File: src/rtl/reg_file_scoreboard_pkg.sv
// Shared types and sizes for the register-file scoreboard: register index type,
// the hard-wired zero register and the default outstanding-write counter width.
package reg_file_scoreboard_pkg;

    localparam int NUM_REGS = 32;
    localparam int SB_CNT_W = 2;

    typedef logic [4:0] reg_idx_t;
    localparam reg_idx_t REGISTER_X0 = 5'd0;

    typedef logic [SB_CNT_W-1:0] scoreboard_cnt_t;

endpackage

File: src/rtl/reg_file_scoreboard_counter.sv
// Saturating up/down counter of outstanding writes for one architectural register.
// Flush clears synchronously; a simultaneous inc and dec cancel out.
module reg_sb_counter #(
    parameter int CNT_W = 2
) (
    input  logic             clk,
    input  logic             rst_n,
    input  logic             flush,
    input  logic             inc,
    input  logic             dec,
    output logic [CNT_W-1:0] cnt,
    output logic             at_max,
    output logic             nonzero
);

    logic [CNT_W-1:0] cnt_reg;
    logic [CNT_W-1:0] cnt_next;

    assign at_max  = &cnt_reg;
    assign nonzero = |cnt_reg;
    assign cnt     = cnt_reg;

    // Guards against wrap in both directions even if a caller misbehaves.
    always_comb begin
        cnt_next = cnt_reg;
        if (flush) begin
            cnt_next = '0;
        end else if (inc && !dec && !at_max) begin
            cnt_next = cnt_reg + CNT_W'(1);
        end else if (dec && !inc && nonzero) begin
            cnt_next = cnt_reg - CNT_W'(1);
        end
    end

    always_ff @(posedge clk or negedge rst_n) begin
        if (!rst_n) begin
            cnt_reg <= '0;
        end else begin
            cnt_reg <= cnt_next;
        end
    end

endmodule

File: src/rtl/reg_file_scoreboard.sv
// Issue-gating scoreboard: counts in-flight writes per register, stalls RAW hazards and
// counter saturation, releases on writeback and clears everything on flush.
module reg_file_scoreboard
    import reg_file_scoreboard_pkg::*;
#(
    parameter int CNT_W     = SB_CNT_W,
    parameter bit WB_BYPASS = 1'b1
) (
    input  logic                clk,
    input  logic                rst_n,
    input  logic                issue_valid,
    input  logic [4:0]          issue_rs1,
    input  logic [4:0]          issue_rs2,
    input  logic                issue_use_rs1,
    input  logic                issue_use_rs2,
    input  logic [4:0]          issue_rd,
    input  logic                issue_wr_rd,
    output logic                issue_ready,
    input  logic                wb_valid,
    input  logic [4:0]          wb_rd,
    input  logic                flush,
    output logic [NUM_REGS-1:0] busy_vec,
    output logic                err_underflow
);

    reg_idx_t rs1_idx;
    reg_idx_t rs2_idx;
    reg_idx_t rd_idx;
    reg_idx_t wb_idx;

    assign rs1_idx = issue_rs1;
    assign rs2_idx = issue_rs2;
    assign rd_idx  = issue_rd;
    assign wb_idx  = wb_rd;

    logic [NUM_REGS-1:0] inc_vec;
    logic [NUM_REGS-1:0] dec_vec;
    logic [NUM_REGS-1:0] nonzero_vec;
    logic [NUM_REGS-1:0] at_max_vec;
    logic [NUM_REGS-1:0] bypass_vec;

    logic fire;
    logic hz_rs1;
    logic hz_rs2;
    logic rd_full;
    logic err_underflow_reg;

    assign fire = issue_valid & issue_ready;

    // x0 has no counter: it can never be busy, full or bypassed.
    assign inc_vec[0]     = 1'b0;
    assign dec_vec[0]     = 1'b0;
    assign nonzero_vec[0] = 1'b0;
    assign at_max_vec[0]  = 1'b0;
    assign bypass_vec[0]  = 1'b0;

    generate
        for (genvar gi = 1; gi < NUM_REGS; gi++) begin : g_cnt
            logic [CNT_W-1:0] cnt;
            logic             wb_hit;

            assign wb_hit          = wb_valid && (wb_idx == reg_idx_t'(gi));
            assign inc_vec[gi]     = fire && issue_wr_rd && (rd_idx == reg_idx_t'(gi));
            assign dec_vec[gi]     = wb_hit && nonzero_vec[gi];
            // Writeback retiring the last pending write makes the value available this cycle.
            assign bypass_vec[gi]  = WB_BYPASS && wb_hit && (cnt == CNT_W'(1));

            reg_sb_counter #(
                .CNT_W (CNT_W)
            ) u_cnt (
                .clk     (clk),
                .rst_n   (rst_n),
                .flush   (flush),
                .inc     (inc_vec[gi]),
                .dec     (dec_vec[gi]),
                .cnt     (cnt),
                .at_max  (at_max_vec[gi]),
                .nonzero (nonzero_vec[gi])
            );
        end
    endgenerate

    always_comb begin
        hz_rs1  = (rs1_idx != REGISTER_X0) && nonzero_vec[rs1_idx] && !bypass_vec[rs1_idx];
        hz_rs2  = (rs2_idx != REGISTER_X0) && nonzero_vec[rs2_idx] && !bypass_vec[rs2_idx];
        rd_full = at_max_vec[rd_idx];
        issue_ready = !(issue_use_rs1 && hz_rs1)
                   && !(issue_use_rs2 && hz_rs2)
                   && !(issue_wr_rd && rd_full);
    end

    // A writeback squashed by flush is ignored, so it cannot raise the error either.
    always_ff @(posedge clk or negedge rst_n) begin
        if (!rst_n) begin
            err_underflow_reg <= 1'b0;
        end else if (!flush && wb_valid && (wb_idx != REGISTER_X0) && !nonzero_vec[wb_idx]) begin
            err_underflow_reg <= 1'b1;
        end
    end

    assign busy_vec      = nonzero_vec;
    assign err_underflow = err_underflow_reg;

endmodule
File: config.mk
export PLATFORM = sky130hd
export DESIGN_NAME = reg_file_scoreboard
export DESIGN_NICKNAME = d
export VERILOG_FILES = /design/src/rtl/reg_file_scoreboard_pkg.sv /design/src/rtl/reg_file_scoreboard_counter.sv /design/src/rtl/reg_file_scoreboard.sv
export SDC_FILE = /design/constraint.sdc
export NUM_CORES = 1
export LEC_CHECK = 0
export BUFFER_PORTS_ARGS = -buffer_cell sky130_fd_sc_hd__clkbuf_2
export CAP_MARGIN = 30
export CORE_MARGIN = 5
export CORE_UTILIZATION = 40
export CTS_BUF_LIST = sky130_fd_sc_hd__clkbuf_16
export DETAILED_ROUTE_END_ITERATION = 10
export GPL_ROUTABILITY_DRIVEN = 1
export GPL_TIMING_DRIVEN = 0
export PLACE_DENSITY = 0.57
export SLEW_MARGIN = 20
export SYNTH_ARGS = -nofsm -noshare
export SYNTH_HDL_FRONTEND = slang
export SYNTH_HIERARCHICAL = 1
export SYNTH_SLANG_ARGS = --single-unit
export TNS_END_PERCENT = 30
File: constraint.sdc
create_clock -name clk -period 3.3 [get_ports clk]
set_input_delay 0.495 -clock clk [delete_from_list [all_inputs] [get_ports clk]]
set_output_delay 0.495 -clock clk [all_outputs]
set_load 0.05 [all_outputs]
==> results of run 1 <==
-- worst max path at each step --
stage,startpoint,end,slack [ns],cells past startpoint
2_1_floorplan,g_cnt[16].u_cnt/cnt[1],issue_ready,0.08,9
3_3_place_gp,wb_rd[4],g_cnt[4].u_cnt/cnt[0],-0.53,12
3_5_place_dp,wb_rd[4],g_cnt[4].u_cnt/cnt[0],-0.53,12
4_1_cts,g_cnt[29].u_cnt/cnt[1],issue_ready,-0.09,10
5_1_grt,g_cnt[18].u_cnt/cnt[0],issue_ready,-0.14,11
6_report,g_cnt[19].u_cnt/cnt[0],issue_ready,-0.07,9
-- final cells by class --
| class | instances | area (um^2) |
|---|---|---|
| clock inverter | 5 | 20.0 |
| timing repair buffer | 79 | 526 |
| multi-input combinational | 731 | 5980 |
| tap | 234 | 293 |
| fill | 1764 | 9540 |
| buffer | 52 | 355 |
| clock buffer | 9 | 225 |
| sequential | 63 | 1610 |
| inverter | 9 | 33.8 |
-- cells by family after synthesis --
logic type | synth area share [%]
AO/OA/AOI/OAI | 20.2
AND/OR/NAND/NOR | 43.3
flip-flops | 21.1
buffers and inverters | 4.40
other | 0.0501
multiplexers | 11.0
-- cell usage in the layout, fill, tap and decap left out, drive strengths merged, types with 4 or more instances in the layout --
cell and n:
a21oi 38, a221oi 31, a31oi 5, and2 32
and2b 32, and3 19, and4 5, and4b 14
buf 66, clkbuf 74, dfrtp 63, inv 11
mux2 5, mux2i 25, mux4 23, nand2 78
nand2b 38, nand3 17, nand3b 37, nand4 4
nand4b 9, nor2 50, nor2b 12, nor3 13
nor3b 7, nor4 34, nor4b 13, nor4bb 5
o2111ai 4, o21ai 72, o311ai 4, or2 32
or2b 30
-- what timing repair did --
action / 4_1_cts / 5_1_grt
cloned: 0 / 1
endpoints found under the setup margin: 52 / 63
gates resized for setup: 46 / 78
setup buffers: 9 / 17
pin swaps: 3 / 33
hold buffers: 0 / 0
hold endpoints to repair: 0 / 0
-- worst max-delay path, cell delays in order (launching register included) --
cell	delay (ns)
dfrtp_2	0.44
or2_4	0.29
mux4_2	0.47
a211o_1	0.34
o311ai_4	0.10
o41ai_2	0.12
o2111a_2	0.22
buf_8	0.17
nor3_4	0.20
buf_8	0.17
-- routing by layer --
layer	routed length (um)	GRT usage (%)	vias up
met4	1020	9.41	0
met5	0	0	-
li1	-	-	3426
met1	11700	34.2	3670
met3	1920	4.32	49
met2	12200	38.4	309
-- per-stage QoR --
step	util, %	setup TNS [ns]	worst slack (ns)	cells	total power, W
4_1_cts	46.3	-0.483	-0.0948	1165	0.00201
3_5_place_dp	43.5	-19.84	-0.528	1142	0.00114
3_3_place_gp	43.2	-21.33	-0.534	1140	0.00114
6_report	48.6	-0.148	-0.0704	1182	0.00202
5_1_grt	48.6	-1.27	-0.141	1182	0.00210
2_1_floorplan	-	0	0.0786	856	0.00100
-- power by group through the flow --
| stage | Combinational [W] | Sequential [W] | Clock (W) |
|---|---|---|---|
| after floorplan | 0.000209 | 0.000792 | 0 |
| after global placement | 0.000343 | 0.000793 | 0 |
| after detailed placement | 0.000348 | 0.000793 | 0 |
| after CTS | 0.000367 | 0.000779 | 0.000864 |
| after global routing | 0.000428 | 0.000779 | 0.000891 |
| final | 0.000407 | 0.000779 | 0.000835 |
-- cell usage after synthesis (23+ instances only) --
| library cell | n |
|---|---|
| or2_2 | 32 |
| nor2_1 | 50 |
| or2b_2 | 30 |
| a21oi_1 | 38 |
| nor4_2 | 29 |
| nand2_1 | 78 |
| o21ai_2 | 30 |
| and2b_1 | 32 |
| nand2b_1 | 38 |
| buf_2 | 26 |
| and2_1 | 31 |
| mux4_2 | 23 |
| mux2i_1 | 25 |
| nand3b_1 | 37 |
| a221oi_2 | 30 |
| o21ai_0 | 42 |
| dfrtp_1 | 63 |
==> reports/results.ini, run 1 <==
[power_and_ir_drop]
irDropWorstVdd_uv = 219
power_density_mw_per_mm2 = 224
seqPwrFrac_pct = 38.6
p_leak_nw = 3.36
p_sw_share_pct = 31.2
p_sw_w = 0.000631
p_comb_share_pct = 20.1
pwr-share-clk_pct = 41.3
cellInternalPower_w = 0.00139

[floorplan]
die_area_mm2 = 0.0215
ios = 62
start_util_pct = 40.3
rows = 50
die_w_um = 147
core_mm2 = 0.0186
die_y_um = 147

[clock_tree]
clockBufferDepth = 2
cts_sinks = 63
clk_pin_slew_worst_paths_ns = 0.05
cts_made_buffers = 9
cts_tree = built
clkLatencyLatePin_ns = 0.34
cts_root_buf = clkbuf_16
htree_levels = 3

[timing]
max-slew-margin-rel_pct = 35.8
fmax_mhz = 297
final_hold_viol_count = 0
fin_skew_ns = 0.00438
layout_setup_ws_ns = -0.0704
tightest_slew_ns = 0.961
fin_crit_ns = 3.37
drv_slew = 0
post-route-period-util_pct = 102
rsz0062_at_grt = true
fin_hold_ws_ns = 0.134
final-setup-viol-count = 3

[finish]
antenna_cells = 0
nets = 973
largest_register_ffs = 62
drive_gt1_share_pct = 37.9
fin_area_mm2 = 0.00904
area_delta_synth_final_pct = 20.8

[route]
ant_nets = 0
totalWireLength_um = 26800
wl_per_cell_um = 22.7
drc = 0
route.vias.total = 7454
firstDrtPassIters = 5
vias_per_cell = 6.31
initialDrtViolationCount = 680

[grt]
grt_max_degree = 34
antenna_found_initial = 0
grt_pass1_vias = 6898
track_usage_pct = 24.6
overflow = 0
grt_pass1_wl_um = 41700

[synth]
synth.top_cell.area_share_pct = 21.1
avgSynthCellArea_um2 = 8.74
synth-seq-cells = 63
synth_top_cell_by_area = dfrtp_1
syn_nets = 884
ys.flop_type = dfrtp_1
ys_async_sr_fraction_pct = 100
yosys_warnings = 6
syn_inst = 856
synthTopCellsByArea = dfrtp_1, mux4_2, a221oi_2, nor4_2, nand2_1
ys_types = 69
synthesis.area_mm2 = 0.00748
ys_seq_area_share_pct = 21.1
synth_edf_count = 0

[flow_run]
cap_violations = 0

[setup_path]
reg2reg_from = g_cnt[19].u_cnt/cnt[0]
rrSetupSlack_ns = -0.06
crit_required_ns = 2.80
r2r_cells = 12
crit_type = flip-flop to primary output
worstReg2RegEnd = g_cnt[23].u_cnt/cnt[0]
crit_arrival_ns = 2.88
start_kind = flip-flop
end_kind = primary output
crit_path_max_fanout = 6

[place]
place.gp.congestion = 1.02
hpwl_um = 20300
place_area_mm2 = 0.00808
io_buffer_count = 50

[worst_hold_path]
worstHoldPathType = primary input to asynchronous set/reset pin

[run_status]
violations = setup timing
outcome = complete, but fails checks

(Power assumes the default switching activity.)
==> run 2, diff against run 1 <==
Settings changed: RECOVER_POWER set to 100, SYNTH_HIERARCHICAL 1 to not set.
==> run 2 against run 1 <==
  * The run still ends with setup timing left
  * Count of clock-buffer cells in the layout unchanged
  * Clock skew increased by 0.0051 ns
  * Combinational power increased by 120%
  * Register-to-register slack got worse by 0.09 ns
  * Critical endpoint is now g_cnt[31].u_cnt.cnt[0]
==> reports/results.ini, run 2 <==
[clock_tree]
htree_levels = 3  ; unchanged
cts_tree = built
clk_pin_slew_worst_paths_ns = 0.06  ; about the same
cts_made_buffers = 9  ; unchanged
cts_sinks = 63  ; unchanged
cts_root_buf = clkbuf_16
clockBufferDepth = 2  ; unchanged
postCtsHoldBufs = 0  ; unchanged
clkLatencyLatePin_ns = 0.35  ; about the same

[setup_path]
end_kind = flip-flop
rrSetupSlack_ns = -0.15  ; -0.09 ns
cpMostUsedCell = buf_6
crit_chain = clkbuf_1, nand4bb_1, a211o_1, o311ai_2, a41oi_2, nand4_1, buf_6, buf_6, o2111ai_4, buf_8, buf_12, nor3_4, mux2i_1, mux2_1
start_kind = primary input
crit_arrival_ns = 3.69  ; +0.81 ns
crit_type = primary input to flip-flop
crit_required_ns = 3.53  ; +0.73 ns
cpPeakStageDelay_ns = 0.46  ; about the same
slowest_stage = nand4bb_1
crit_path_max_fanout = 9  ; +3
cpLargestDelayFamily = buffers and inverters
path_buf_inv = 5  ; +3

[power_and_ir_drop]
irDropWorstVdd_uv = 248  ; +13%
power_density_mw_per_mm2 = 246  ; +9.9%
finalPower_w = 0.00262  ; +30%
p_leak_nw = 4.40  ; +31%

[synth]
synthTopCellsByArea = dfrtp_1, ha_1, mux4_2, inv_1, mux2i_1
synthTopCellsByCount = inv_1, ha_1, nor2_1
synth_mux_area_share_pct = 15.1  ; +4.1 points
yosys_warnings = 0  ; -6
ys.flop_type = dfrtp_1
ys_seq_area_share_pct = 18.4  ; -2.7 points
synth_edf_count = 0  ; unchanged
avgSynthCellArea_um2 = 8.51  ; -2.6%
synth-seq-cells = 63  ; unchanged
synthesis.area_mm2 = 0.00856  ; +14%
ys_async_sr_fraction_pct = 100  ; unchanged
synth.top_cell.area_share_pct = 18.4  ; -2.7 points
synth_most_common_cell = inv_1
synth_xor_area_share_pct = 0.892  ; +0.89 points
synth_compound_area_share_pct = 17.0  ; -3.2 points
syn_nets = 1127  ; +27%
syn_inst = 1006  ; +18%
ys_types = 87  ; +26%
synth_top_cell_by_area = dfrtp_1
synth_simple_gate_area_share_pct = 24.1  ; -19 points
yosys.area_share.adder_pct = 13.6  ; +14 points
synth_top_family_by_area = simple AND/OR/NAND/NOR gates

[route]
drc = 0  ; unchanged
firstDrtPassIters = 5  ; unchanged
route.vias.total = 8768  ; +18%
wl_per_cell_um = 24.6  ; +8.4%
ant_nets = 0  ; unchanged
totalWireLength_um = 34700  ; +29%
initialDrtViolationCount = 1140  ; +68%
vias_per_cell = 6.23  ; -1.3%

[finish]
area_delta_synth_final_pct = 24.7
nets = 1250  ; +28%
largest_register_ffs = 62  ; unchanged
layout_commonest_cell = inv_1
final_cell_mix = inv_1, buf_4, nor2_1
drive_gt1_share_pct = 31.1  ; -6.8 points
antenna_cells = 0  ; unchanged

[floorplan]
rows = 53  ; +6.0%
core_mm2 = 0.0210  ; +13%
die_area_mm2 = 0.0244  ; +13%
ios = 62  ; unchanged
die_w_um = 156  ; +6.5%
die_y_um = 156  ; +6.5%
start_util_pct = 40.7  ; +0.46 points

[timing]
fin_tns_setup_ns = -1.65  ; -1.51 ns
layout_setup_ws_ns = -0.161  ; -0.0904 ns
drv_slew = 0  ; unchanged
final-setup-viol-count = 28  ; +25
fmax_mhz = 289  ; -2.6%
fin_crit_ns = 3.46  ; +0.0904 ns
fin_skew_ns = 0.00944  ; +0.00506 ns
tightest_slew_ns = 1.28  ; +0.315 ns
max-slew-margin-rel_pct = 15.0  ; -21 points
final_hold_viol_count = 0  ; unchanged
post-route-period-util_pct = 105  ; +2.7 points
rsz0062_at_grt = true

[grt]
grt_pass1_wl_um = 51000  ; +22%
overflow = 0  ; unchanged
antenna_found_initial = 1  ; +1
grt_pass1_vias = 8238  ; +19%
grt_max_degree = 46  ; +35%
track_usage_pct = 27.6  ; +2.9 points

[place]
hpwl_um = 26200  ; +29%
io_buffer_count = 49  ; -2.0%
place.gp.congestion = 1.01  ; -0.84%

[flow_run]
cap_violations = 0  ; unchanged

[worst_hold_path]
worstHoldPathType = primary input to asynchronous set/reset pin

[run_status]
violations = setup timing
outcome = complete, but fails checks

## run 2: changes by cell type in the layout (fill, tap and decap cells not counted), sizes merged, moves of 30 or more
| cell | previous run | this run |
|---|---|---|
| and2b | 32 | 0 |
| buf | 66 | 121 |
| ha | 0 | 93 |
| inv | 11 | 109 |
| nand2 | 78 | 40 |
| nor2 | 50 | 90 |
| nor3 | 13 | 51 |
| o21ai | 72 | 29 |
| or2b | 30 | 0 |
## run 2: worst paths after layout
path | start | cells past startpoint | end
worst max-delay path | wb_rd[4] | 14 | g_cnt[31].u_cnt.cnt[0]
worst min-delay path | rst_n | 1 | g_cnt[18].u_cnt.cnt[1]
worst max register to register | g_cnt[18].u_cnt.cnt[1] | 15 | g_cnt[31].u_cnt.cnt[0]
worst min register to register | err_underflow | 1 | err_underflow
max in group asynchronous | rst_n | 2 | g_cnt[20].u_cnt.cnt[0]
min in group clk | err_underflow | 1 | err_underflow
## run 2: cell families after synthesis
logic type / count (synthesis)
AOI/OAI and AO/OA: 194
xor gates and xnor gates: 4
and+or+nand+nor: 361
buffers and inverters: 200
other: 1
DFF: 63
adders and majority gates: 93
muxes: 90
## run 2: report_power, final
group          total (W)  switching, W  leakage [nW]  internal [W]
registers       0.000815     0.0000217         0.865      0.000793
clock network   0.000909      0.000413         0.130      0.000496
logic           0.000899      0.000575          3.41      0.000324
total            0.00262       0.00101          4.40       0.00161
## run 2: what timing repair did
item | in CTS | in global routing
pin swaps | 19 | 49
setup endpoints to repair | 63 | 63
resized for setup | 89 | 118
buffers inserted | 31 | 28
cloned | 0 | 2
## run 2: layout make-up
type | instances | area (um^2)
well taps | 275 | 344
inverters | 108 | 415
plain buffers | 92 | 564
repair buffers | 112 | 779
fillers | 1986 | 10300
flip-flops and latches | 63 | 1580
clock inverters | 6 | 30.0
clock buffers | 9 | 225
multi-input cells | 743 | 6730
## run 2: metrics by stage
| stage | setup WS (ns) | hold slack, ns | util (%) | cells | area, um^2 |
|---|---|---|---|---|---|
| 2_1_floorplan | 0.117 | 0.199 | - | 1006 | 8560 |
| 3_3_place_gp | -0.992 | 0.466 | 43.5 | 1330 | 9150 |
| 3_5_place_dp | -0.954 | 0.455 | 43.7 | 1331 | 9180 |
| 4_1_cts | -0.126 | 0.0813 | 47.7 | 1377 | 10000 |
| 5_1_grt | -0.221 | 0.504 | 50.8 | 1408 | 10700 |
| 6_report | -0.161 | 0.390 | 50.8 | 1408 | 10700 |
## run 2: metal layers
layer  part of all wire (%)  GRT usage, %
met5                  0.038             0
met4                    3.5          9.79
met3                     11          7.00
met2                     44          41.8
met1                     42          38.1
## run 2: worst register-to-register path, cell delays in order (launching register included)
cell and delay, ns:
dfrtp_1 0.41, inv_2 0.11, ha_4 0.16, or3b_2 0.45, a211o_1 0.30, o311ai_2 0.11
a41oi_2 0.16, nand4_1 0.15, buf_6 0.15, buf_6 0.11, o2111ai_4 0.15, buf_8 0.18
buf_12 0.14, nor3_4 0.20, mux2i_1 0.23, mux2_1 0.33
